[src/rtl/inst_fetcher.sv]
// Instruction fetcher: assembles 32-bit words from a byte-serial little-endian memory
// port and pushes them to the issue queue. Optional instruction cache: define ICACHE_EN.
module inst_fetcher #(
  parameter logic [31:0] RESET_PC     = 32'h0000_0000,
  parameter int unsigned ICACHE_LINES = 16
) (
  input  logic        clk_in,
  input  logic        rst_in,
  input  logic        rdy_in,
  input  logic        clear_in,
  input  logic [31:0] redirect_pc_in,
  input  logic        issue_need_inst_in,
  output logic [31:0] inst_out,
  output logic        inst_ready_out,
  output logic [31:0] inst_addr_out,
  output logic        mem_req_out,
  output logic [31:0] mem_addr_out,
  input  logic [7:0]  mem_data_in,
  input  logic        mem_data_valid_in
);

  typedef enum logic [1:0] {IDLE, FETCH, SEND, WAIT_JALR} state_t;

  localparam logic [6:0] OP_JAL  = 7'b1101111;
  localparam logic [6:0] OP_JALR = 7'b1100111;

  if ((ICACHE_LINES < 2) || ((ICACHE_LINES & (ICACHE_LINES - 1)) != 0)) begin : g_bad_lines
    $error("ICACHE_LINES must be a power of two, at least 2");
  end

  state_t      state;
  logic [31:0] pc;
  logic [31:0] buffer;
  logic [2:0]  cnt;        // bytes received
  logic [2:0]  ridx;       // byte index of the request currently on the bus
  logic        push_q;
  logic        req_q;      // request seen by memory last cycle, and its address
  logic [31:0] addr_q;

  logic [31:0] byte_addr;
  logic [31:0] imm_j;
  logic [31:0] next_pc;
  logic        acc;
  logic        lost;
  logic [2:0]  cnt_n;
  logic [2:0]  nidx;
  logic        hit;
  logic [31:0] hit_data;

  assign imm_j          = {{12{buffer[31]}}, buffer[19:12], buffer[20], buffer[30:21], 1'b0};
  assign inst_ready_out = push_q & rdy_in;

  // A returned byte is taken only if it answers the address of the byte we need next;
  // an unanswered request rewinds the request stream to the first missing byte.
  // NOTE: every always_comb output gets a default first so no latch can be inferred.
  always_comb begin
    byte_addr = pc + {29'd0, cnt};
    acc       = (state == FETCH) && mem_data_valid_in && req_q && (addr_q == byte_addr);
    lost      = req_q && !acc;
    cnt_n     = cnt + {2'd0, acc};
    nidx      = ridx;
    if (lost) begin
      nidx = (mem_req_out && (ridx == cnt_n)) ? ridx + 3'd1 : cnt_n;
    end else if (mem_req_out) begin
      nidx = ridx + 3'd1;
    end
    next_pc = pc + 32'd4;
    if (buffer[6:0] == OP_JAL) next_pc = pc + imm_j;
  end

`ifdef ICACHE_EN
  localparam int unsigned IDX_W = $clog2(ICACHE_LINES);
  localparam int unsigned TAG_W = 30 - IDX_W;

  logic [31:0]       line_data [ICACHE_LINES];
  logic [TAG_W-1:0]  line_tag  [ICACHE_LINES];
  logic [ICACHE_LINES-1:0] line_valid;
  logic [IDX_W-1:0]  idx;
  logic              fill;

  assign idx      = pc[IDX_W+1:2];
  assign hit      = line_valid[idx] && (line_tag[idx] == pc[31:IDX_W+2]);
  assign hit_data = line_data[idx];
  assign fill     = rdy_in && !clear_in && acc && (cnt == 3'd3);

  // NOTE: cache storage has no reset; only the valid bits need a known state.
  always_ff @(posedge clk_in) begin
    if (fill) begin
      line_data[idx] <= {mem_data_in, buffer[23:0]};
      line_tag[idx]  <= pc[31:IDX_W+2];
    end
  end

  always_ff @(posedge clk_in) begin
    if (!rst_in)   line_valid      <= '0;
    else if (fill) line_valid[idx] <= 1'b1;
  end
`else
  assign hit      = 1'b0;
  assign hit_data = 32'd0;
`endif

  // NOTE: sequential state uses non-blocking assignments only.
  always_ff @(posedge clk_in) begin
    if (!rst_in) begin
      state         <= IDLE;
      pc            <= RESET_PC;
      buffer        <= 32'd0;
      cnt           <= 3'd0;
      ridx          <= 3'd0;
      push_q        <= 1'b0;
      req_q         <= 1'b0;
      addr_q        <= 32'd0;
      inst_out      <= 32'd0;
      inst_addr_out <= 32'd0;
      mem_req_out   <= 1'b0;
      mem_addr_out  <= 32'd0;
    end else begin
      // The bus tracker follows the memory port even while frozen, so answers that
      // arrive after a freeze are matched against what memory actually saw.
      req_q  <= mem_req_out && !(rdy_in && clear_in);
      addr_q <= mem_addr_out;
      if (rdy_in) begin
        push_q <= 1'b0;
        if (clear_in) begin
          state       <= IDLE;
          pc          <= redirect_pc_in;
          cnt         <= 3'd0;
          ridx        <= 3'd0;
          buffer      <= 32'd0;
          mem_req_out <= 1'b0;
        end else begin
          unique case (state)
            IDLE: begin
              if (issue_need_inst_in) begin
                if (hit) begin
                  buffer <= hit_data;
                  state  <= SEND;
                end else begin
                  state        <= FETCH;
                  mem_req_out  <= 1'b1;
                  mem_addr_out <= pc;
                  cnt          <= 3'd0;
                  ridx         <= 3'd0;
                end
              end
            end
            FETCH: begin
              if (acc) begin
                buffer[8*cnt[1:0] +: 8] <= mem_data_in;
                cnt                     <= cnt_n;
              end
              if (acc && (cnt == 3'd3)) begin
                state       <= SEND;
                mem_req_out <= 1'b0;
              end else if (nidx <= 3'd3) begin
                mem_req_out  <= 1'b1;
                mem_addr_out <= pc + {29'd0, nidx};
                ridx         <= nidx;
              end else begin
                mem_req_out <= 1'b0;
                ridx        <= nidx;
              end
            end
            SEND: begin
              if (issue_need_inst_in) begin
                push_q        <= 1'b1;
                inst_out      <= buffer;
                inst_addr_out <= pc;
                if (buffer[6:0] == OP_JALR) begin
                  state <= WAIT_JALR;
                end else begin
                  pc    <= next_pc;
                  state <= IDLE;
                end
              end
            end
            WAIT_JALR: begin
              mem_req_out <= 1'b0;
            end
            default: state <= IDLE;
          endcase
        end
      end
    end
  end

endmodule

[config.mk]
export PLATFORM = sky130hd
export DESIGN_NAME = inst_fetcher
export DESIGN_NICKNAME = d
export VERILOG_FILES = /design/src/rtl/inst_fetcher.sv
export SDC_FILE = /design/constraint.sdc
export NUM_CORES = 1
export LEC_CHECK = 0
export BUFFER_PORTS_ARGS = -buffer_cell sky130_fd_sc_hd__buf_2
export CAP_MARGIN = 20
export CELL_PAD_IN_SITES_DETAIL_PLACEMENT = 0
export CELL_PAD_IN_SITES_GLOBAL_PLACEMENT = 1
export CORE_ASPECT_RATIO = 1.25
export CORE_MARGIN = 3
export CORE_UTILIZATION = 47
export CTS_CLUSTER_DIAMETER = 40
export DETAILED_ROUTE_END_ITERATION = 7
export PLACE_DENSITY = 0.93
export SYNTH_ARGS = -nofsm -noshare
export SYNTH_HDL_FRONTEND = slang
export SYNTH_SLANG_ARGS = --single-unit
[constraint.sdc]
create_clock -name clk_in -period 20.6 [get_ports clk_in]
set_clock_uncertainty 0.1 [all_clocks]
set_input_delay 0 -clock clk_in [delete_from_list [all_inputs] [get_ports clk_in]]
set_output_delay 0 -clock clk_in [all_outputs]
set_load 0.05 [all_outputs]
==> results of run 1 <==
[cell families after synthesis]
family	synth area share [%]
AOI/OAI and AO/OA	21.7
xor gates and xnor gates	8.78
adders and majority gates	5.58
buffers and inverters	5.49
DFF	33.7
muxes	3.43
and+or+nand+nor	21.3
[per-stage QoR]
step | setup slack (ps) | power [uW] | area, sq um | hold slack, ps | util, %
5_1_grt | 11750 | 1020 | 14300 | 202 | 57.4
4_1_cts | 12350 | 998 | 14300 | 168 | 57.4
3_5_place_dp | 12370 | 509 | 12900 | 191 | 51.7
6_report | 12330 | 995 | 14300 | 183 | 57.4
3_3_place_gp | 12650 | 508 | 12900 | 185 | 51.7
2_1_floorplan | 13840 | 480 | 12100 | 25.7 | -
[final timing paths]
path	from	to	slack, ps
worst max-delay path	cnt[0]$_SDFFE_PN0P_	mem_addr_out[20]$_SDFFE_PN0P_	12330
worst min register to register	mem_addr_out[30]$_SDFFE_PN0P_	addr_q[30]$_SDFF_PN0_	350
worst max register to register	cnt[0]$_SDFFE_PN0P_	mem_addr_out[20]$_SDFFE_PN0P_	12330
worst min-delay path	mem_data_in[7]	buffer[23]$_SDFFE_PN0P_	180
[metal layers]
layer	vias up	routed length (um)	global-route usage, %
li1	5550	-	-
met1	5529	16800	36.4
met2	479	19900	50.5
met3	124	2620	4.45
met4	0	1970	12.1
met5	-	0	0
[synthesized netlist by cell type, types with 11 or more instances]
master	count
a211oi_1	18
nor2_1	94
dfxtp_1	203
o21a_1	11
clkbuf_1	74
o21ai_0	64
or3_1	12
nor4_1	11
buf_2	16
a21oi_1	75
a22o_1	19
xnor2_1	75
nand2_1	268
a21o_1	21
ha_1	49
nand3_1	49
nor3_1	26
xor2_1	46
mux2i_1	38
nor2b_1	16
and2_1	13
a21boi_0	88
and3_1	12
inv_1	58
nand4_1	27
[final cells by class]
cell class,instances,share of cell area (%)
inverter,59,1.55
clock buffer,33,5.17
sequential,203,28.4
clock inverter,17,1.44
tap,330,2.89
timing repair buffer,204,9.02
multi-input combinational,1151,51.5
[registers in the layout, summed over array words and instances, names as in the netlist]
signal / flops
state: 2
req_q: 1
inst_addr_out: 32
mem_req_out: 1
buffer: 32
mem_addr_out: 32
inst_out: 32
cnt: 3
pc: 32
ridx: 3
push_q: 1
addr_q: 32
[repair_timing]
action | in CTS | in global routing
endpoints found under the hold margin | 111 | 0
setup endpoints to repair | 0 | 0
hold buffers | 46 | 0
gates resized for setup | 0 | 0
[power groups by stage]
stage | Combinational [uW] | Sequential, uW | Clock, uW
CTS | 91.1 | 416 | 491
global route | 99.7 | 417 | 508
detailed placement | 83.9 | 425 | 0
global placement | 83.6 | 424 | 0
finish | 91.9 | 417 | 486
floorplan | 65.5 | 414 | 0
[worst max-delay path, cell delays in order (launching register included)]
cell and delay (ps):
dfxtp_1 410, ha_1 260, fa_1 420, a21oi_1 610
or4_1 280, xnor2_1 90, a2111oi_0 380, nand4_1 200
nor4_4 760, ha_1 280, ha_1 270, xnor2_1 130
and3_1 190, and2_1 150, mux2_2 280, a211oi_1 380
ha_1 250, inv_1 60, fa_1 410, nor2b_1 130
o211ai_1 140, or3_1 470, nor2_1 420, nand3_1 270
nor2_1 200, xnor2_1 90, a2111oi_0 430, a21o_1 130
==> flow_summary.json, run 1 <==
{
  "whs_path_depth": 3,
  "hold_path.class": "in -> reg",
  "rows": 64,
  "htreeDepth": 1,
  "p_comb_share_pct": 9.2,
  "power.leakage_uw": 0.00618,
  "ant_nets": 0,
  "overflow": 0,
  "setup_viol": 0,
  "drtPass1Iterations": 5,
  "period_minus_slack_ps": 8270,
  "layout_commonest_cell": "nand2_1",
  "layout.cells.non_filler": 1997,
  "syn_nets": 1613,
  "rr_worst_depth": 27,
  "period_share_pct": 40.2,
  "maxSlewViolCount": 0,
  "vias": 11700,
  "cp.required_ps": 20970,
  "tritoncts": "built",
  "io_pins": 144,
  "drtIter0Drc": 709,
  "grt_start_max_net_pins": 80,
  "power_switching_share_pct": 26.2,
  "syn2layout_area_growth_pct": 18.4,
  "fmax_mhz": 121,
  "start_util_pct": 48.5,
  "fp.dieW_um": 149,
  "antenna_cells": 0,
  "critPathArrivalTime_ps": 8650,
  "dp.cells": 1901,
  "drc": 0,
  "async_flop_share_pct": 0,
  "cts_made_buffers": 27,
  "gp_congestion": 0.981,
  "cap_viol_max_count": 0,
  "seqCellArea_sq_mm": 0.00406,
  "grt_pass1_vias": 11500,
  "p_int_uw": 734,
  "cts_sinks": 203,
  "drt_wl_total_um": 41300,
  "rsz0062_at_grt": "false",
  "power_frac_seq_pct": 41.9,
  "max-slew-margin-rel_pct": 40.1,
  "multiInputGateArea_sq_mm": 0.00736,
  "status": "finished, final reports clean",
  "synth_top_area_share_pct": 33.7,
  "syn-mean-instance-area_sq_um": 7.96,
  "synth-seq-cells": 203,
  "irDropWorstVdd_mv": 0.0697,
  "die_h_um": 185,
  "setup_tns_ps": 0,
  "post-dp-hpwl_um": 31000,
  "crit_type": "reg -> reg",
  "insertion_delay_ps": 540,
  "p_sw_uw": 261,
  "synth_top_cell_by_area": "dfxtp_1",
  "ys_seq_area_share_pct": 33.7,
  "yosys_warnings": 0,
  "dieArea_sq_mm": 0.0276,
  "cts_setup_buffers": 0,
  "yosysUniqueCellTypes": 73,
  "pwr-share-clk_pct": 48.9,
  "critPathMaxFanout": 14,
  "layout_common_cells": "nand2_1, dfxtp_1, buf_2",
  "synthCells": 1515,
  "fillers": 2325,
  "port_buffers": 143,
  "drive_above_1_share_pct": 13.7,
  "synth_edf_count": 0,
  "worst_pin_slew_ps": 892,
  "wire_per_inst_um": 20.7,
  "synth-main-ff-cell": "dfxtp_1",
  "synth.area.top_cells": "dfxtp_1, nand2_1, a21boi_0",
  "nets": 1744,
  "clockBufferDepth": 3,
  "p_per_area_mw_per_mm2": 69.6,
  "grt_util_all_layers_pct": 29.2,
  "root_buffer": "clkbuf_16",
  "end_kind": "flop",
  "coreArea_sq_mm": 0.0249,
  "cp-start-kind": "flop",
  "grt_pass1_wl_um": 64100,
  "avgViaCountPerCell": 5.85,
  "clkSlewWorstSetupHoldPaths_ps": 60,
  "syn_area_sq_mm": 0.0121,
  "antenna_found_initial": 0,
  "hold_violations": 0
}
No activity file was read; power rests on OpenSTA's default activity.
==> inputs of run 2 (changes only) <==
Settings changed: CORE_UTILIZATION 47 to 40, PLACE_DENSITY 0.93 to 0.84.
Clock period 20.6 ns to 6.8 ns, I/O delays scaled along.
==> run 2 against run 1 <==
Compared with the run above:
- die area increased by 17%
- via count increased by 2.6%
- sequential power rose to 2.9 times the previous value
- first-iteration DRC count up 26%
- global-route usage fell by 2.4 points
- critical path type unchanged
- setup slack lost 12000 ps
- critical path depth up 1
- highest routed layer unchanged
- hold slack worse by 120 ps
==> flow_summary.json, run 2 (same netlist as run 1, synthesis figures left out) <==
{
  "end_kind": "flop",
  "crit_type": "reg -> reg",
  "pre_cts_slack_ps": 65.0,
  "drtPass1Iterations": 5,
  "drive_above_1_share_pct": 18.4,
  "dp.cells": 2026,
  "post-dp-hpwl_um": 33500,
  "cp.required_ps": 7130,
  "cp-start-kind": "flop",
  "period_minus_slack_ps": 6510,
  "overflow": 0,
  "post-route-util_pct": 51.3,
  "grt_start_max_net_pins": 80,
  "cap_viol_max_count": 0,
  "fin_ws_ps": 288,
  "drc": 0,
  "avgViaCountPerCell": 5.60,
  "crit_buf_inv": 3,
  "layout_common_cells": "nand2_1, dfxtp_1, buf_2",
  "io_pins": 144,
  "grt_pass1_vias": 11800,
  "p_per_area_mw_per_mm2": 219,
  "hold_violations": 0,
  "irDropWorstVdd_mv": 0.219,
  "cts_made_buffers": 34,
  "dieArea_sq_mm": 0.0323,
  "critPathArrivalTime_ps": 6840,
  "clkSlewWorstSetupHoldPaths_ps": 60,
  "drtIter0Drc": 892,
  "coreArea_sq_mm": 0.0295,
  "cts_sinks": 203,
  "setup_tns_ps": 0,
  "layout_commonest_cell": "nand2_1",
  "gp_congestion": 0.961,
  "drt_wl_total_um": 44600,
  "vias": 12000,
  "grt_pass1_wl_um": 68600,
  "wire_per_inst_um": 20.9,
  "die_h_um": 200,
  "nets": 1813,
  "insertion_delay_ps": 520,
  "ant_nets": 0,
  "clockBufferDepth": 3,
  "port_buffers": 143,
  "root_buffer": "clkbuf_16",
  "status": "finished, final reports clean",
  "layout.cells.non_filler": 2138,
  "syn2layout_area_growth_pct": 25.4,
  "fmax_mhz": 154,
  "cp_top_family": "simple AND/OR/NAND/NOR gates",
  "period_share_pct": 95.8,
  "max_stage_delay_ps": 490,
  "rows": 70,
  "worst_pin_slew_ps": 915,
  "critPathMaxFanout": 6,
  "tritoncts": "built",
  "fp.dieW_um": 161,
  "antenna_found_initial": 0,
  "max-slew-margin-rel_pct": 38.6,
  "start_util_pct": 40.9,
  "power.leakage_uw": 0.00660,
  "setup_viol": 0,
  "grt_util_all_layers_pct": 26.8,
  "maxSlewViolCount": 0,
  "htreeDepth": 2,
  "slowest_stage": "or4_4",
  "hold_path.class": "in -> reg"
}
-- run 2: cell type report --
cell class / count / area, sq um
Tap cell: 396 / 495
Inverter: 59 / 221
Sequential cell: 203 / 4070
Clock inverter: 21 / 199
Fill cell: 2826 / 14400
Multi-Input combinational cell: 1151 / 7440
Antenna cell: 1 / 2.50
Clock buffer: 41 / 961
Timing Repair Buffer: 266 / 1750
-- run 2: metal layers --
layer	track usage (%)	vias to the layer above	wire length [um]
met5	0	-	0
met4	11.8	0	2130
met3	4.08	120	2570
met2	46.0	444	21500
met1	33.2	5726	18400
li1	-	5691	-
-- run 2: worst paths after layout --
path / start / to / slack [ps] / depth (start not counted)
worst max-delay path: cnt[0]$_SDFFE_PN0P_ / mem_addr_out[18]$_SDFFE_PN0P_ / 290 / 28
worst min-delay path: redirect_pc_in[24] / pc[24]$_SDFFE_PN0P_ / 60 / 4
worst max register to register: cnt[0]$_SDFFE_PN0P_ / mem_addr_out[18]$_SDFFE_PN0P_ / 290 / 28
worst min register to register: mem_addr_out[21]$_SDFFE_PN0P_ / addr_q[21]$_SDFF_PN0_ / 350 / 2
-- run 2: worst register-to-register path: cells and delay by family, from the launching register on --
family	cells	cell delay, ps
AOI/OAI and AO/OA	4	950
xor gates and xnor gates	2	290
adders and majority gates	6	1470
buffers and inverters	3	400
DFF	1	360
muxes	2	430
and+or+nand+nor	11	2480
-- run 2: per-stage QoR --
step,cell area (sq um),hold WS (ps),total power [uW]
CTS,15000,51.2,3330
global placement,13400,186,1570
finish,15100,60.2,3320
floorplan,12100,25.7,1450
global route,15100,103,3430
detailed placement,13400,187,1570
-- run 2: power breakdown --
| group | internal [uW] | switching (uW) | leakage, uW |
|---|---|---|---|
| Sequential | 1210 | 27.3 | 0.00164 |
| Clock | 1080 | 669 | 0.000569 |
| Combinational | 133 | 207 | 0.00439 |
| Total | 2420 | 903 | 0.00660 |
-- run 2: what timing repair did --
item	in CTS	in global routing
hold endpoints to repair	109	0
buffers inserted	0	4
endpoints found under the setup margin	0	12
resized for setup	0	22
hold buffers	45	0
==> inputs of run 3 (changes only) <==
Settings changed: PLACE_DENSITY 0.84 to unset, PLACE_DENSITY_LB_ADDON set to 0.3.
==> run 3 against run 2 <==
Compared with the run above:
- setup slack improved by 15 ps
- sequential cell count is the same
- clock power barely moved
- non-clock buffer count is 1 lower
- total power about the same
- sequential share of layout area is essentially flat
- final area shrank 0.13%
- die area unchanged
- via count decreased by 2.9%
- clock-buffer cell count decreased by 6
- hold slack gained 100 ps
- utilization shrank 0.068 points
- largest power group unchanged
==> flow_summary.json, run 3 (same netlist as run 1, synthesis figures left out) <==
{
  "drt_wl_total_um": 44400,
  "root_buffer": "clkbuf_16",
  "die_h_um": 200,
  "vias": 11600,
  "power.leakage_uw": 0.00658,
  "setup_viol": 0,
  "wire_per_inst_um": 20.9,
  "status": "finished, final reports clean",
  "clkSlewWorstSetupHoldPaths_ps": 60,
  "maxSlewViolCount": 0,
  "cap_viol_max_count": 0,
  "post-dp-hpwl_um": 33800,
  "met2_wirelength_um": 21300,
  "fp.dieW_um": 161,
  "cts_made_buffers": 31,
  "wl_met1_um": 18700,
  "clockBufferDepth": 3,
  "power_uw": 3320,
  "rrSetupSlack_ps": 300,
  "dieArea_sq_mm": 0.0323,
  "cp-start-kind": "flop",
  "p_per_area_mw_per_mm2": 220,
  "cts_sinks": 203,
  "finalHoldWorstSlack_ps": 164,
  "syn2layout_area_growth_pct": 25.3,
  "critPathMaxFanout": 6,
  "worst_pin_slew_ps": 894,
  "min_to": "buffer[6]$_SDFFE_PN0P_",
  "r2r-end": "mem_addr_out[20]$_SDFFE_PN0P_",
  "start_util_pct": 40.9,
  "critPathArrivalTime_ps": 6910,
  "fillers": 2924,
  "rsz0062_at_grt": "true",
  "post-route-util_pct": 51.2,
  "ant_nets": 0,
  "period_share_pct": 95.5,
  "avgViaCountPerCell": 5.46,
  "fin_ws_ps": 303,
  "tritoncts": "built",
  "cp.required_ps": 7210,
  "dp.cells": 2027,
  "routed.top_layer": "met4",
  "rr_startpoint": "pc[0]$_SDFFE_PN0P_",
  "irDropWorstVdd_mv": 0.171,
  "grt_start_max_net_pins": 82,
  "hp-start": "mem_data_in[6]",
  "gp_congestion": 0.999,
  "pre_cts_slack_ps": -106,
  "hold_path.class": "in -> reg",
  "layout_common_cells": "nand2_1, dfxtp_1, buf_2",
  "period_minus_slack_ps": 6500,
  "io_pins": 144,
  "port_buffers": 143,
  "nets": 1809,
  "drive_above_1_share_pct": 18.1,
  "rr_worst_depth": 27,
  "max-slew-margin-rel_pct": 40.0,
  "drtIter0Drc": 673,
  "overflow": 0,
  "drtPass1Iterations": 7,
  "layout_commonest_cell": "nand2_1",
  "coreArea_sq_mm": 0.0295,
  "antenna_found_initial": 0,
  "fmax_mhz": 154,
  "dr_wl_met3_um": 2280,
  "grt_pass1_vias": 11700,
  "whs_path_depth": 3,
  "layout.cells.non_filler": 2131,
  "grt_util_all_layers_pct": 26.9,
  "drc": 0,
  "insertion_delay_ps": 570,
  "htreeDepth": 1,
  "hold_violations": 0,
  "grt_pass1_wl_um": 68800,
  "antenna_cells": 0,
  "end_kind": "flop",
  "rows": 70,
  "crit_type": "reg -> reg"
}
## run 3: timing repair
action,in CTS,in global routing
buffers inserted,1,1
hold buffers,45,0
pin swaps,1,7
endpoints found under the hold margin,92,0
gates resized for setup,6,14
endpoints found under the setup margin,1,10
## run 3: metrics by stage
stage / setup TNS, ps / instance area (sq um)
global route: -14.8 / 15100
CTS: 0 / 15100
floorplan: 0 / 12100
detailed placement: -106 / 13400
global placement: 0 / 13400
finish: 0 / 15100
## run 3: worst max-delay path by stage
stage,from,to,cells past startpoint
2_1_floorplan,cnt[0]$_SDFFE_PN0P_,mem_addr_out[20]$_SDFFE_PN0P_,28
3_5_place_dp,pc[0]$_SDFFE_PN0P_,mem_addr_out[20]$_SDFFE_PN0P_,27
5_1_grt,pc[0]$_SDFFE_PN0P_,mem_addr_out[20]$_SDFFE_PN0P_,27
4_1_cts,pc[0]$_SDFFE_PN0P_,mem_addr_out[20]$_SDFFE_PN0P_,27
3_3_place_gp,cnt[2]$_SDFFE_PN0P_,mem_addr_out[20]$_SDFFE_PN0P_,26
6_report,pc[0]$_SDFFE_PN0P_,mem_addr_out[20]$_SDFFE_PN0P_,27
## run 3: layer usage
layer  global-route usage [%]  vias up
li1                         -     5703
met1                     33.2     5478
met2                     46.4      343
met3                     3.70      107
met4                     11.7        0
met5                        0        -
## run 3: critical path, cell delays in order, from the launching register on
cell and delay, ps:
dfxtp_1 340, ha_2 210, fa_2 230, a21oi_2 100, buf_4 170, or4_4 490, or3_1 320, a2111o_1 450
nor4_4 350, ha_2 230, ha_1 260, xnor2_1 140, and3_1 190, and2_1 150, mux2_2 290, a211oi_2 240
ha_2 220, inv_1 50, fa_1 400, nor2b_1 120, o211ai_1 150, or3_4 410, nor2_4 110, nand3_2 130
nor2_2 120, xnor2_1 100, a2111oi_2 260, a21o_1 120
## run 3: area by class of cell
class                   count  area, sq um  share of cell area, %
flip-flops and latches    203         4060                   26.9
repair buffers            265         1750                   11.6
well taps                 396          495                   3.28
clock inverters            22          344                   2.28
multi-input cells        1151         7430                   49.2
clock buffers              35          811                   5.36
inverters                  59          221                   1.46
## run 3: power by group
part,switching [uW],internal [uW],leakage [uW]
Sequential,23.7,1210,0.00164
Combinational,211,133,0.00438
Clock,638,1110,0.000557
